[config.mk]
export PLATFORM = sky130hd
export DESIGN_NAME = uart_imem_loader
export DESIGN_NICKNAME = d
export VERILOG_FILES = /design/src/rtl/loader_pkg.sv /design/src/rtl/idle_timer.sv /design/src/rtl/uart_imem_loader.sv
export SDC_FILE = /design/constraint.sdc
export NUM_CORES = 1
export LEC_CHECK = 0
export ABC_AREA = 1
export CAP_MARGIN = 20
export CORE_AREA = 10 10 106 108
export DETAILED_ROUTE_END_ITERATION = 6
export DIE_AREA = 0 0 116 118
export GPL_ROUTABILITY_DRIVEN = 0
export GPL_TIMING_DRIVEN = 0
export HOLD_SLACK_MARGIN = 0.12
export PLACE_DENSITY = 0.84
export REMOVE_ABC_BUFFERS = 1
export SYNTH_ARGS = -nofsm -noshare
export SYNTH_HDL_FRONTEND = slang
export SYNTH_HIERARCHICAL = 1
export SYNTH_SLANG_ARGS = --single-unit
[constraint.sdc]
create_clock -name fpga_clk -period 2.8 [get_ports fpga_clk]
set_input_delay 0.42 -clock fpga_clk [delete_from_list [all_inputs] [get_ports fpga_clk]]
set_output_delay 0.42 -clock fpga_clk [all_outputs]
set_load 0.05 [all_outputs]
[src/rtl/loader_pkg.sv]
// Shared types and constants for the UART program loader.
// State encoding, error codes and the instruction word width.
package loader_pkg;

   typedef enum logic [2:0] {
      StIdle,
      StLoad,
      StWrite,
      StRun,
      StErr
   } state_e;

   localparam logic [1:0] ERR_NONE     = 2'd0;
   localparam logic [1:0] ERR_PARTIAL  = 2'd1;
   localparam logic [1:0] ERR_OVERFLOW = 2'd2;

   localparam int unsigned WORD_W = 32;

endpackage

[src/rtl/idle_timer.sv]
// Saturating idle counter: counts enabled cycles since the last clear and
// holds at TIMEOUT_CYCLES-1, where the terminal-count output is raised.
module idle_timer #(
   parameter int unsigned TIMEOUT_CYCLES = 500000
) (
   input  logic clk_i,
   input  logic rst_ni,
   input  logic clr_i,
   input  logic en_i,
   output logic tc_o
);

   localparam int unsigned CntW = (TIMEOUT_CYCLES > 1) ? $clog2(TIMEOUT_CYCLES) : 1;
   localparam logic [CntW-1:0] TermCnt = CntW'(TIMEOUT_CYCLES - 1);

   logic [CntW-1:0] cnt_q, cnt_d;

   assign tc_o = (cnt_q == TermCnt);

   always_comb begin
      cnt_d = cnt_q;
      if (clr_i) begin
         cnt_d = '0;
      end else if (en_i && !tc_o) begin
         cnt_d = cnt_q + CntW'(1);
      end
   end

   always_ff @(posedge clk_i or negedge rst_ni) begin
      if (!rst_ni) begin
         cnt_q <= '0;
      end else begin
         cnt_q <= cnt_d;
      end
   end

endmodule

[src/rtl/uart_imem_loader.sv]
// Sequences a UART program load: packs RX bytes LSB-first into words, writes
// them to IMEM at consecutive addresses and holds the CPU in reset until done.
module uart_imem_loader
   import loader_pkg::*;
#(
   parameter int unsigned ADDR_W         = 14,
   parameter int unsigned IMEM_WORDS     = 16384,
   parameter int unsigned TIMEOUT_CYCLES = 500000
) (
   input  logic                fpga_clk,
   input  logic                reset_n,
   input  logic                rx_valid,
   input  logic [7:0]          rx_byte,
   input  logic                load_start,
   input  logic                run_req,
   output logic                imem_we,
   output logic [ADDR_W-1:0]   imem_addr,
   output logic [WORD_W-1:0]   imem_wdata,
   output logic                cpu_rst_n,
   output logic                load_busy,
   output logic                load_done,
   output logic                err,
   output logic [1:0]          err_code,
   output logic [ADDR_W:0]     word_count
);

   localparam logic [ADDR_W:0] MaxWords = (ADDR_W + 1)'(IMEM_WORDS);
   localparam logic [ADDR_W:0] OneWord  = (ADDR_W + 1)'(1);

   state_e              state_q, state_d;
   logic [1:0]          byte_idx_q, byte_idx_d;
   logic [23:0]         asm_q, asm_d;
   logic [WORD_W-1:0]   wdata_q, wdata_d;
   logic [ADDR_W:0]     word_count_q, word_count_d;
   logic [1:0]          err_code_q, err_code_d;

   logic busy;
   logic timer_clr;
   logic timer_tc;

   assign busy      = (state_q == StLoad) || (state_q == StWrite);
   assign timer_clr = load_start || (busy && rx_valid) || !busy;

   idle_timer #(
      .TIMEOUT_CYCLES(TIMEOUT_CYCLES)
   ) u_idle_timer (
      .clk_i (fpga_clk),
      .rst_ni(reset_n),
      .clr_i (timer_clr),
      .en_i  (busy),
      .tc_o  (timer_tc)
   );

   always_comb begin
      state_d      = state_q;
      byte_idx_d   = byte_idx_q;
      asm_d        = asm_q;
      wdata_d      = wdata_q;
      word_count_d = word_count_q;
      err_code_d   = err_code_q;
      load_done    = 1'b0;

      if (load_start) begin
         state_d      = StLoad;
         byte_idx_d   = 2'd0;
         asm_d        = '0;
         word_count_d = '0;
         err_code_d   = ERR_NONE;
      end else begin
         unique case (state_q)
            StIdle: begin
               if (run_req) state_d = StRun;
            end
            StLoad, StWrite: begin
               // The write-data register is separate, so a byte in WRITE lands in lane 0.
               if (state_q == StWrite) begin
                  word_count_d = word_count_q + OneWord;
                  state_d      = StLoad;
               end
               if (rx_valid) begin
                  byte_idx_d = byte_idx_q + 2'd1;
                  unique case (byte_idx_q)
                     2'd0: asm_d[7:0]   = rx_byte;
                     2'd1: asm_d[15:8]  = rx_byte;
                     2'd2: asm_d[23:16] = rx_byte;
                     default: begin
                        if (word_count_q == MaxWords) begin
                           state_d    = StErr;
                           err_code_d = ERR_OVERFLOW;
                        end else begin
                           wdata_d = {rx_byte, asm_q};
                           state_d = StWrite;
                        end
                     end
                  endcase
               end else if (timer_tc) begin
                  // With nothing received yet the timer saturates and LOAD waits.
                  if (byte_idx_q != 2'd0) begin
                     state_d    = StErr;
                     err_code_d = ERR_PARTIAL;
                  end else if (word_count_d != '0) begin
                     state_d   = StRun;
                     load_done = 1'b1;
                  end
               end
            end
            StRun, StErr: begin
               state_d = state_q;
            end
            default: begin
               state_d = StIdle;
            end
         endcase
      end
   end

   always_ff @(posedge fpga_clk or negedge reset_n) begin
      if (!reset_n) begin
         state_q      <= StIdle;
         byte_idx_q   <= 2'd0;
         asm_q        <= '0;
         wdata_q      <= '0;
         word_count_q <= '0;
         err_code_q   <= ERR_NONE;
      end else begin
         state_q      <= state_d;
         byte_idx_q   <= byte_idx_d;
         asm_q        <= asm_d;
         wdata_q      <= wdata_d;
         word_count_q <= word_count_d;
         err_code_q   <= err_code_d;
      end
   end

   assign imem_we    = (state_q == StWrite);
   assign imem_addr  = word_count_q[ADDR_W-1:0];
   assign imem_wdata = wdata_q;
   assign cpu_rst_n  = (state_q == StRun);
   assign load_busy  = busy;
   assign err        = (state_q == StErr);
   assign err_code   = err_code_q;
   assign word_count = word_count_q;

endmodule
==> summary.md <==
| Metric | Value |
|---|---|
| IO Pins | `81` |
| Status | `finished, final reports clean` |
| Fin crit period | `2.71 ns` |
| Crit end category | `output pin` |
| Cell internal pwr | `2.59 mW` |
| Num CTS Buffers | `9` |
| Seq pwr share | `0.408` |
| WL/cell | `14.6 µm` |
| TritonCTS clock tree | `yes` |
| Post-layout util | `0.684` |
| Worst Setup Path Type | `register to output pin` |
| Area contributors post-synth | `dfrtp_1, nand2_1, inv_1` |
| Area growth syn-to-layout | `20.6%` |
| Mapped Cells | `677` |
| Clock Sinks | `97` |
| Logic pwr share | `0.397` |
| Reg2reg start | `state_q[1]` |
| DRC Markers | `0` |
| Antenna fix cells | `0` |
| Main synth FF type | `dfrtp_1` |
| Clock power frac | `0.195` |
| Max_cap viols | `0` |
| EDFF count, synth | `0` |
| Yosys top cell by area | `dfrtp_1` |
| # fillers | `718` |
| Max-slew headroom | `0.589` |
| Clock transition at the registers of the reported paths | `0.10 ns` |
| Fin cells | `856` |
| Share of layout cells above drive strength 1 | `0.0805` |
| Placed Area | `5960 µm²` |
| Final Instance Area | `6230 µm²` |
| Mapped Avg Cell Area | `7.63 µm²` |
| Grt total ovfl | `0` |
| Max rail drop VDD | `0.583 mV` |
| Cells along the critical path | `ha_2, inv_1, o21ai_0, nand2_1, nand2_1, nand2_1, nor2_1, nand2_1, nor2_1, nand3_1, nand2_2, nor2_2, buf_6` |
| Setup-failing EPs final | `0` |
| Antenna Nets Post-Route | `0` |
| PwrDens | `733 nW/µm²` |
| Leakage | `2.84 nW` |
| Vias in the first global route | `4491` |
| Total Die Area | `13700 µm²` |
| Crit-path max FO | `5` |
| Ratio of final minimum period to clock period | `0.968` |
| Worst Path Required | `2.38 ns` |
| Most used cell, CP | `nand2_1` |
| First-pass GRT wire length | `21000 µm` |
| Initial DRC count | `307` |
| Worst hold path class | `register to register` |
| Clk_lat worst skew | `0.37 ns` |
| Die Ht | `118 µm` |
| DR vias/cell | `5.34` |
| Die X | `116 µm` |
| Max Freq | `369 MHz` |
| Fin. Hold Viols | `0` |
| Clock Skew | `0.0139 ns` |
| WP buf/inv | `2` |
| Power Total | `4.57 mW` |
| Max Root-Sink Buffers | `2` |
| Sw power | `1.98 mW` |
| Number of synthesized register bits | `97` |
| H-tree Lvls | `3` |
| Post-synth top area share | `0.470` |
| Min-delay src | `imem_wdata[9]` |
| Largest stage delay on the critical path | `0.45 ns` |
| Total GRT Usage | `0.185` |
| Detailed Route WL | `12500 µm` |
| Post-Syn Area | `5170 µm²` |
| Yosys warns | `6` |
| Port Buf Inserts | `80` |
| Critical path's top delay family | `simple AND/OR/NAND/NOR gates` |
| Ys async rst share | `1.00` |
| Routed vias | `4570` |
| Switching share of power | `0.434` |
| Largest net degree at the start of global routing | `67` |
| Dpl cells | `838` |
| Arrival time of the worst setup path | `2.29 ns` |
| Yosys cell types | `31` |
| Root Buffer | `clkbuf_8` |
| Seq/Total Area, Yosys | `0.470` |
| Tightest Pin Transition | `0.617 ns` |
| First-pass iteration count of the detailed router | `5` |
| Cell Rows | `35` |
| Core ar. | `9110 µm²` |
| Initial antenna violation count | `0` |
| Crit path from | `word_count[0]` |
| Crit start category | `register` |
| Starting Density | `0.567` |
| Fin. max-slew vios | `0` |
| DP HPWL | `8920 µm` |
| # nets final | `760` |
| Crit-path slowest cell | `dfrtp_1` |
[final timing paths]
kind	endpoint	slack, ns	cells past startpoint
max	load_done	0.09	13
min	imem_wdata[9]	0.49	2
max reg2reg	imem_wdata[21]	0.34	9
min reg2reg	imem_wdata[9]	0.49	2
max in group asynchronous	state_q[0]	1.59	3
min in group asynchronous	imem_wdata[2]	0.53	2
[kinds of logic after synthesis]
kind of cell / count (synthesis) / share of synthesized area
simple gates: 348 / 0.297
buf+inv: 124 / 0.104
flops: 97 / 0.470
compound gates: 86 / 0.0865
xor+xnor: 15 / 0.0254
fa+ha+maj: 7 / 0.0170
[repair_timing]
item	in CTS	in global routing
hold endpoints to repair	31	0
pin swaps	1	2
setup endpoints to repair	1	5
resized for setup	8	17
hold buffers	1	0
buffers inserted	1	0
[state kept, by name (all words and copies together) (netlist names)]
signal,count
u_idle_timer/cnt_q,19
err_code,2
imem_wdata,32
word_count,15
state_q,3
asm_q,24
byte_idx_q,2
[metrics by stage]
step                      setup WS [ns]  hold WS, ns  TNS (ns)
after CTS                        0.0205        0.501         0
after global placement            -2.22        0.465   -233.78
final                            0.0908        0.494         0
after detailed placement         -0.485        0.395     -4.16
after floorplan                  -0.303        0.124    -0.303
after global routing           -0.00926        0.534   -0.0158
[worst register-to-register path, delay by kind of cell, from the launching register on]
kind | cells | cell delay (ns)
AO/OA/AOI/OAI | 1 | 0.41
buffers and inverters | 2 | 0.17
AND/OR/NAND/NOR | 6 | 1.29
flip-flops | 1 | 0.49
[power by group through the flow]
stage	clock, mW	combinational [mW]	sequential (mW)
after floorplan	0	0.728	2.32
after global placement	0	1.73	1.86
after detailed placement	0	1.79	1.88
after CTS	0.913	1.81	1.86
after global routing	0.967	1.98	1.90
final	0.893	1.81	1.86
[routing by layer]
layer	up-vias	global-route usage	share of wire
li1	2224	-	-
met1	2157	0.224	0.41
met2	169	0.297	0.49
met3	20	0.0678	0.088
met4	0	0.0571	0.015
met5	-	0	0
[Yosys cell counts, types with 2 or more instances]
cell and n:
inv_1 92, nor2_4 6, o21ai_0 68, ha_1 7
nand3_1 44, nand2_2 3, xnor2_1 3, buf_4 15
nand4_1 13, o21ai_1 4, nand2_4 2, clkbuf_1 7
nor2_1 84, buf_2 8, dfrtp_1 97, nor2_2 7
xor2_1 12, nand3_4 2, a21oi_1 11, nand2_1 181
[layout by cell type (no fill, tap or decap), types with 2 or more instances in the layout]
master	instances
nor2_4	7
nor2_1	81
nand3_1	42
nand3_4	3
dfrtp_1	92
o21ai_0	67
nand2_4	2
nand2_1	180
clkinv_4	2
o21ai_1	5
nand2_2	4
nand4_1	13
xor2_1	12
buf_16	2
inv_1	90
xnor2_1	3
clkdlybuf4s50_1	78
clkinvlp_4	2
dfrtp_2	5
clkbuf_8	10
nor2_2	9
a21oi_1	11
buf_4	2
ha_1	6
nand3_2	2
[layout make-up]
cell class	count	area [µm²]	share of cell area
clock buffers	10	138	0.0221
clock inverters	6	61.3	0.00984
inverters	92	352	0.0564
multi-input cells	456	2230	0.359
flip-flops and latches	97	2430	0.391
well taps	111	139	0.0223
repair buffers	84	872	0.140
No activity file was read; power rests on OpenSTA's default activity.
